### src/rtl/race_pkg.sv
// Shared types and constants for the race-game collision path: coordinate
// widths, the object-table word layout and the scheduler state encoding.
package race_pkg;

   localparam int X_W        = 10;
   localparam int Y_W        = 9;
   localparam int OBJ_DATA_W = 38;

   // Object-table word is {x[9:0], y[8:0], w[9:0], h[8:0]}, MSB first.
   localparam int OBJ_X_LSB = 28;
   localparam int OBJ_Y_LSB = 19;
   localparam int OBJ_W_LSB = 9;
   localparam int OBJ_H_LSB = 0;

   typedef enum logic [2:0] {
      ST_IDLE,
      ST_FETCH,
      ST_LATCH,
      ST_EVAL,
      ST_DONE
   } sched_state_e;

   // Centre-based axis-aligned box as the checker sees it.
   typedef struct packed {
      logic [X_W-1:0] x;
      logic [Y_W-1:0] y;
      logic [X_W-1:0] w;
      logic [Y_W-1:0] h;
   } box_t;

   // Split a raw object-table word into its box fields.
   function automatic box_t unpack_box(input logic [OBJ_DATA_W-1:0] d);
      box_t b;
      b.x = d[OBJ_X_LSB +: X_W];
      b.y = d[OBJ_Y_LSB +: Y_W];
      b.w = d[OBJ_W_LSB +: X_W];
      b.h = d[OBJ_H_LSB +: Y_W];
      return b;
   endfunction

endpackage

### src/rtl/collision_scheduler_hit_priority_enc.sv
// Reduces a per-object hit mask to an any-hit flag and the lowest set index.
module hit_priority_enc #(
   parameter int N_OBJ = 8,
   parameter int IDX_W = 3
) (
   input  logic [N_OBJ-1:0] mask,
   output logic             any_hit,
   output logic [IDX_W-1:0] first_idx
);

   // Scan from the top down so the lowest set bit is the last one written.
   always_comb begin
      any_hit   = |mask;
      first_idx = '0;
      for (int i = N_OBJ - 1; i >= 0; i--) begin
         if (mask[i]) first_idx = IDX_W'(i);
      end
   end

endmodule

### src/rtl/collision_scheduler.sv
// Per-frame sequencer that time-shares one combinational box checker across
// all obstacle slots and publishes the frame's hit mask with a done pulse.
module collision_scheduler
   import race_pkg::*;
#(
   parameter int N_OBJ = 8,
   parameter int IDX_W = 3
) (
   input  logic                  clk,
   input  logic                  rst_n,
   input  logic                  enable,
   input  logic                  frame_start,
   input  logic [X_W-1:0]        player_x,
   input  logic [Y_W-1:0]        player_y,
   input  logic [X_W-1:0]        player_w,
   input  logic [Y_W-1:0]        player_h,
   output logic                  obj_rd,
   output logic [IDX_W-1:0]      obj_addr,
   input  logic [OBJ_DATA_W-1:0] obj_data,
   input  logic                  obj_active,
   output logic [X_W-1:0]        cmp_x1,
   output logic [Y_W-1:0]        cmp_y1,
   output logic [X_W-1:0]        cmp_w1,
   output logic [Y_W-1:0]        cmp_h1,
   output logic [X_W-1:0]        cmp_x2,
   output logic [Y_W-1:0]        cmp_y2,
   output logic [X_W-1:0]        cmp_w2,
   output logic [Y_W-1:0]        cmp_h2,
   input  logic                  cmp_hit,
   output logic                  busy,
   output logic                  done,
   output logic [N_OBJ-1:0]      hit_mask,
   output logic                  any_hit,
   output logic [IDX_W-1:0]      first_hit_idx,
   output logic                  overrun
);

   localparam logic [IDX_W-1:0] LAST_IDX = IDX_W'(N_OBJ - 1);

   sched_state_e     state_q, state_d;
   logic [IDX_W-1:0] idx_q, idx_d;
   box_t             player_q, player_d;
   box_t             obst_q, obst_d;
   logic             active_q, active_d;
   logic [N_OBJ-1:0] work_mask_q, work_mask_d;
   logic [N_OBJ-1:0] hit_mask_q, hit_mask_d;
   logic             accept;

   assign accept = (state_q == ST_IDLE) && frame_start && enable;

   // State register.
   // NOTE: sequential state uses non-blocking assignments so every flop
   // samples pre-edge values regardless of process ordering.
   always_ff @(posedge clk or negedge rst_n) begin
      if (!rst_n) state_q <= ST_IDLE;
      else        state_q <= state_d;
   end

   // Next-state logic; dropping enable aborts any scan back to idle.
   // NOTE: every always_comb output gets a default first so no path can
   // leave it unassigned and infer a latch.
   always_comb begin
      state_d = state_q;
      unique case (state_q)
         ST_IDLE:  if (accept) state_d = ST_FETCH;
         ST_FETCH: state_d = ST_LATCH;
         ST_LATCH: state_d = ST_EVAL;
         ST_EVAL:  state_d = (idx_q == LAST_IDX) ? ST_DONE : ST_FETCH;
         ST_DONE:  state_d = ST_IDLE;
         default:  state_d = ST_IDLE;
      endcase
      if (state_q != ST_IDLE && !enable) state_d = ST_IDLE;
   end

   // Moore outputs decoded from the current state, plus the overrun flag.
   always_comb begin
      obj_rd   = (state_q == ST_FETCH);
      obj_addr = (state_q == ST_FETCH) ? idx_q : '0;
      busy     = (state_q != ST_IDLE);
      done     = (state_q == ST_DONE);
      overrun  = (state_q != ST_IDLE) && frame_start;
   end

   // Datapath: snapshot the player, latch each obstacle, collect hit bits.
   // Results are copied on the edge into DONE so they are valid while done
   // is high; an abort on that edge leaves the old results untouched.
   always_comb begin
      idx_d       = idx_q;
      player_d    = player_q;
      obst_d      = obst_q;
      active_d    = active_q;
      work_mask_d = work_mask_q;
      hit_mask_d  = hit_mask_q;
      unique case (state_q)
         ST_IDLE: begin
            if (accept) begin
               player_d    = '{x: player_x, y: player_y, w: player_w, h: player_h};
               work_mask_d = '0;
               idx_d       = '0;
            end
         end
         ST_LATCH: begin
            obst_d   = unpack_box(obj_data);
            active_d = obj_active;
         end
         ST_EVAL: begin
            work_mask_d[idx_q] = cmp_hit & active_q;
            if (idx_q != LAST_IDX)  idx_d      = idx_q + IDX_W'(1);
            else if (enable)        hit_mask_d = work_mask_d;
         end
         default: ;
      endcase
   end

   // Datapath registers.
   // NOTE: all of these are plain flops, so each one is cleared on reset;
   // a reset mid-scan therefore also discards the partial mask.
   always_ff @(posedge clk or negedge rst_n) begin
      if (!rst_n) begin
         idx_q       <= '0;
         player_q    <= '0;
         obst_q      <= '0;
         active_q    <= 1'b0;
         work_mask_q <= '0;
         hit_mask_q  <= '0;
      end else begin
         idx_q       <= idx_d;
         player_q    <= player_d;
         obst_q      <= obst_d;
         active_q    <= active_d;
         work_mask_q <= work_mask_d;
         hit_mask_q  <= hit_mask_d;
      end
   end

   assign cmp_x1   = player_q.x;
   assign cmp_y1   = player_q.y;
   assign cmp_w1   = player_q.w;
   assign cmp_h1   = player_q.h;
   assign cmp_x2   = obst_q.x;
   assign cmp_y2   = obst_q.y;
   assign cmp_w2   = obst_q.w;
   assign cmp_h2   = obst_q.h;
   assign hit_mask = hit_mask_q;

   hit_priority_enc #(
      .N_OBJ(N_OBJ),
      .IDX_W(IDX_W)
   ) u_hit_priority_enc (
      .mask     (hit_mask_q),
      .any_hit  (any_hit),
      .first_idx(first_hit_idx)
   );

endmodule

### config.mk
export PLATFORM = sky130hd
export DESIGN_NAME = collision_scheduler
export DESIGN_NICKNAME = d
export VERILOG_FILES = /design/src/rtl/race_pkg.sv /design/src/rtl/collision_scheduler_hit_priority_enc.sv /design/src/rtl/collision_scheduler.sv
export SDC_FILE = /design/constraint.sdc
export NUM_CORES = 1
export LEC_CHECK = 0
export ABC_AREA = 1
export BUFFER_PORTS_ARGS = -buffer_cell sky130_fd_sc_hd__buf_2
export CAP_MARGIN = 20
export CORE_MARGIN = 1
export CORE_UTILIZATION = 34
export DETAILED_ROUTE_END_ITERATION = 10
export GPL_TIMING_DRIVEN = 0
export HOLD_SLACK_MARGIN = 0.12
export SLEW_MARGIN = 20
export SYNTH_ARGS = -nofsm -noshare
export SYNTH_HDL_FRONTEND = slang
export SYNTH_SLANG_ARGS = --single-unit
### constraint.sdc
create_clock -name clk -period 3.2 [get_ports clk]
set_clock_uncertainty 0.2 [all_clocks]
set_input_delay 0.32 -clock clk [delete_from_list [all_inputs] [get_ports clk]]
set_output_delay 0.32 -clock clk [all_outputs]
set_load 0.1 [all_outputs]
Yosys cells after proc, flatten, opt, wreduce, memory -nomap -nowiden

Index checks and enable logic that the tools add are counted.

Reductions and logical operators: 14
Add/sub/neg operators: 1
Bitwise logic cells: 2
Magnitude comparators: 2
Muxes and demuxes: 21
Equal/unequal tests: 9

Operators with widths:

| cell                                                                                | number |
|---|---|
| 3-bit 2-to-1 mux                                                                    | 14 |
| 8-bit case mux with 2 select lines                                                  | 1 |
| 3-bit case mux with 4 select lines                                                  | 1 |
| 8-bit bitwise mux                                                                   | 1 |
| 8-bit 2-to-1 mux                                                                    | 1 |
| 8-bit OR reduction                                                                  | 1 |
| 3-bit by 2-bit equality test with 1-bit output, second input constant               | 2 |
| 3-bit equality test, second input constant                                          | 2 |
| 3-bit case mux with 2 select lines                                                  | 1 |
| 3-bit AND reduction                                                                 | 2 |
| 1-bit logical AND                                                                   | 5 |
| 3-bit by 4-bit < comparator with 1-bit output, second input constant                | 1 |
| 2-bit inequality test, second input constant                                        | 2 |
| 2-bit AND reduction                                                                 | 2 |
| 3-bit by 1-bit adder with 3-bit output, second input constant                       | 1 |
| 1-bit demux with 3-bit select                                                       | 1 |
| 3-bit by 1-bit equality test with 1-bit output, second input constant               | 1 |
| 3-bit by 1-bit greater-or-equal comparator with 1-bit output, second input constant | 1 |
| 3-bit logical NOT                                                                   | 1 |
| 3-bit by 2-bit inequality test with 1-bit output, second input constant             | 1 |
| 3-bit inequality test, second input constant                                        | 1 |
| 3-bit nonzero test                                                                  | 1 |
| 2-bit nonzero test                                                                  | 1 |
| 1-bit AND                                                                           | 1 |
| other kinds (3)                                                                     | 3 |

Input port bits: 82
Flip-flop bits (word level): 99
Output and inout port bits: 95

Depth between registers and ports, before layout

Word-level depth: 8
Depth in mapped cells: 7
Gate-level depth less buffers: 7

By module

From an unflattened synthesis, not the netlist that was laid out.

Cells, all modules: 495
Area total of the unflattened synthesis: 4,182.8 µm²

Modules (own cells, without submodules):

| module              | times used | sequential area each (µm²) | area an instance (µm²) | cells an instance |
|---|---|---|---|---|
| collision_scheduler | 1          | 2,477.4                    | 4,083.9                | 473 |
| hit_priority_enc    | 1          | 0.0                        | 98.8                   | 22 |

Worst setup path before layout

OpenSTA, ideal clock, no wires.

Path kind: register to output
From: register hit_mask_q[3], in the netlist hit_mask[3]
To: output port first_hit_idx[1]
Cell stages (with the launch flop): 3
Data arrival time: 2.795 ns
Slack: -0.115 ns
Buffers on the path: 0
Cells stage by stage: dfrtp_1 -> inv_1 -> a31oi_1

Word-level cells in the longest chain between the ends: 4

RTL lines:

| what                           | RTL line                                   | source |
|---|---|---|
| start, declared                | collision_scheduler.sv:46                  | `logic [N_OBJ-1:0] hit_mask_q, hit_mask_d;` |
| start signal, assigned         | collision_scheduler.sv:132                 | `hit_mask_q <= hit_mask_d;` |
| 3-bit 2-to-1 mux (4 in series) | collision_scheduler_hit_priority_enc.sv:16 | `if (mask[i]) first_idx = IDX_W'(i);` |
| end, declared                  | collision_scheduler.sv:34                  | `output logic [IDX_W-1:0] first_hit_idx,` |

Every way passes these cells.

Worst setup path in the final report

From: register state_q[1]
To: output port obj_addr[0]

Word-level cells in the longest chain between the ends: 2

RTL lines:

| what                                           | RTL line                  | source |
|---|---|---|
| start, declared                                | collision_scheduler.sv:40 | `sched_state_e state_q, state_d;` |
| start signal, assigned                         | collision_scheduler.sv:56 | `else state_q <= state_d;` |
| 3-bit by 1-bit equality test with 1-bit output | collision_scheduler.sv:78 | `obj_addr = (state_q == ST_FETCH) ? idx_q : '0;` |
| 3-bit 2-to-1 mux                               | collision_scheduler.sv:78 |  |
| end, declared                                  | collision_scheduler.sv:18 | `output logic [IDX_W-1:0] obj_addr,` |

Every way passes these cells.

==> results by group <==
Floorplan
  – Row count: 39
  – Top-Level Pins: 177
  – DIE AREA: 12500 um^2
  – Die W: 112 um
  – Die height: 112 um
  – Initial Utilization: 0.353
  – Area of the core: 11600 um^2

Setup path
  – Crit Path Category: register to output port
  – Crit path cell chain: inv_2 -> nand3_1 -> nor2_1 -> buf_2
  – Critical Path End Type: output port
  – Crit-path max FO: 5
  – Worst EP arrival: 1.69 ns
  – Critical path's slowest cell: dfrtp_1
  – Worst Path Buf+Inv: 2
  – R2R Path End: state_q[0]
  – Kind of cell adding the most delay to the critical path: buffers and inverters
  – FF-to-FF path depth: 5
  – R2r setup slk: 1.44 ns
  – Worst path depth: 4
  – Startpoint types: register
  – Required @ worst endpoint: 2.68 ns
  – FF-to-FF Start: state_q[0]
  – Max stage delay on crit path: 0.45 ns

Timing
  – Post-route minimum period: 2.21 ns
  – Slew @ Worst Pin: 0.512 ns
  – Slew Viols, Final: 0
  – Highest Clock Rate: 452 MHz
  – Final period util: 0.691
  – RSZ-0062 raised after global routing: no
  – Setup violators final: 0
  – Worst slew margin: 0.661
  – Final hold vios: 0
  – Setup TNS: 0 ns

Logic synthesis
  – Synth Area in Compound Gates: 0.0349
  – Synthesized cell area: 4090 um^2
  – Seq cells post-synth: 99
  – Syn nets: 481
  – Share of the yosys chip area belonging to registers: 0.606
  – Most common cell in the netlist: nand2_1
  – Cells after Synth: 397
  – Adder-Cell Fraction of Synth Area: 0.00612
  – Asr flop ratio synth: 1.00
  – Synth warn: 0
  – Synth area leader: dfrtp_1
  – Largest family of logic cells by synthesized area: simple AND/OR/NAND/NOR gates
  – Simple-Gate Fraction of Synth Area: 0.191
  – Mux cell area share after synthesis: 0.107
  – Top cell type's share of synthesized area: 0.606
  – Post-Synth XOR/XNOR Area: 0
  – Ys flop type: dfrtp_1
  – Top cells by area, synth: dfrtp_1 (61%), nand2_1 (14%), mux2_2 (10%)
  – Syn avg cell area: 10.3 um^2
  – Library cells used by synthesis: 26
  – Commonest cells post-synth: nand2_1 (149), dfrtp_1 (99), mux2_2 (37)
  – Number of synthesized flops with an enable pin: 0

GRT
  – Antenna violations before repair: 0
  – First-pass GRT wire length: 18100 um
  – Vias in the first global route: 3719
  – Largest net degree at the start of global routing: 62
  – GRT overflow: 0
  – GRT Total Usage: 0.185

CTS
  – CTS Buf Count: 9
  – Hold-fix buffers at CTS: 80
  – Clock sinks: 99
  – CTS tree: yes
  – Root Buffer Master: clkbuf_16
  – Clock latency on the worst-skew pair: 0.34 ns
  – CTS resizes: 0
  – CTS Buffer Depth: 2
  – Post-CTS Setup Bufs: 0
  – CTS H-tree lvls: 3
  – Register clock-pin slew on the reported worst setup and hold paths: 0.06 ns

Route
  – Post-Route WL: 10700 um
  – Routed vias: 3654
  – Remaining DRCs: 11
  – Vias per cell: 4.51
  – Drt wl/cell: 13.2 um
  – Antenna Violating Nets Remaining: 0
  – 1st-pass router iterations: 7
  – Initial DRC count: 146

Placement
  – GPL Wtd Cong: 0.767
  – DP Cell Count: 717
  – Port buffer count: 176
  – Detail Placement HPWL: 7070 um

Outcome
  – Failing checks: DRC
  – Outcome: complete, but fails checks

Job
  – Max Cap Violations: 0

Finish
  – Share of cells above drive strength 1: 0.382
  – Final net count: 749
  – Area grow syn2layout: 53.2%
  – ANT cells: 0
  – # fillers: 1060
  – Fin cells: 811

Hold path
  – Hold WC Path Type: primary input to asynchronous set/reset pin
==> per-layer routing <==
layer	track usage	wire, um
met1	0.215	4360
met2	0.322	5510
met3	0.0397	561
met4	0.0946	306
met5	0	0
==> layout by cell type, fill, tap and decap left out, drive strengths merged <==
cell type,count
or2,1
ha,2
a31oi,1
dlygate4sd3,80
clkbuf,12
nor3,2
o21ai,23
clkinv,3
nand4,2
inv,29
nand3,22
nor2,11
a21oi,2
nand2,149
mux2,39
o211ai,1
dfrtp,99
buf,190
==> registers in the layout (all words and copies together), names as in the netlist <==
name	flops
cmp_y1	9
cmp_w1	10
cmp_w2	10
hit_mask	8
cmp_x1	10
cmp_y2	9
work_mask_q	8
cmp_h2	9
state_q	3
cmp_x2	10
cmp_h1	9
active_q	1
idx_q	3
==> how the worst max path moves through the flow <==
stage / endpoint / from / slack [ns]
after floorplan: first_hit_idx[2] / hit_mask[7] / 0.15
after CTS: obj_addr[1] / state_q[1] / 0.98
final: obj_addr[0] / state_q[1] / 0.99
after global routing: obj_addr[2] / state_q[1] / 0.89
after detailed placement: obj_addr[1] / state_q[2] / 1.35
after global placement: cmp_h2[1] / rst_n / 0.58
==> stage by stage <==
| stage | instance area, um^2 | setup slack, ns | utilization | hold WS, ns |
|---|---|---|---|---|
| floorplan | 4100 | 0.155 | - | -0.176 |
| global placement | 5160 | 0.579 | 0.446 | 0.250 |
| detailed placement | 5190 | 1.35 | 0.449 | 0.0537 |
| CTS | 6260 | 0.976 | 0.541 | 0.255 |
| global route | 6260 | 0.887 | 0.541 | 0.265 |
| finish | 6260 | 0.989 | 0.541 | 0.247 |
==> cell type report <==
cell class / instances / area (um^2) / area share
multi-input cells: 255 / 1400 / 0.224
clock inverters: 3 / 15.0 / 0.00240
clock buffers: 11 / 253 / 0.0404
repair buffers: 257 / 1720 / 0.274
flip-flops and latches: 99 / 2480 / 0.396
plain buffers: 14 / 109 / 0.0174
inverters: 29 / 111 / 0.0178
well taps: 143 / 179 / 0.0286
==> kinds of logic (layout without fill, tap and decap cells) <==
kind of cell | count (synthesis) | in the layout
AO/OA/AOI/OAI | 27 | 27
buffers and inverters | 43 | 314
AND/OR/NAND/NOR | 187 | 187
multiplexers | 39 | 39
adder cells (fa/ha/maj) | 2 | 2
flip-flops | 99 | 99
Power is not shown: default switching activity piles up to over one toggle a cycle in this logic, so the estimate is an artifact.
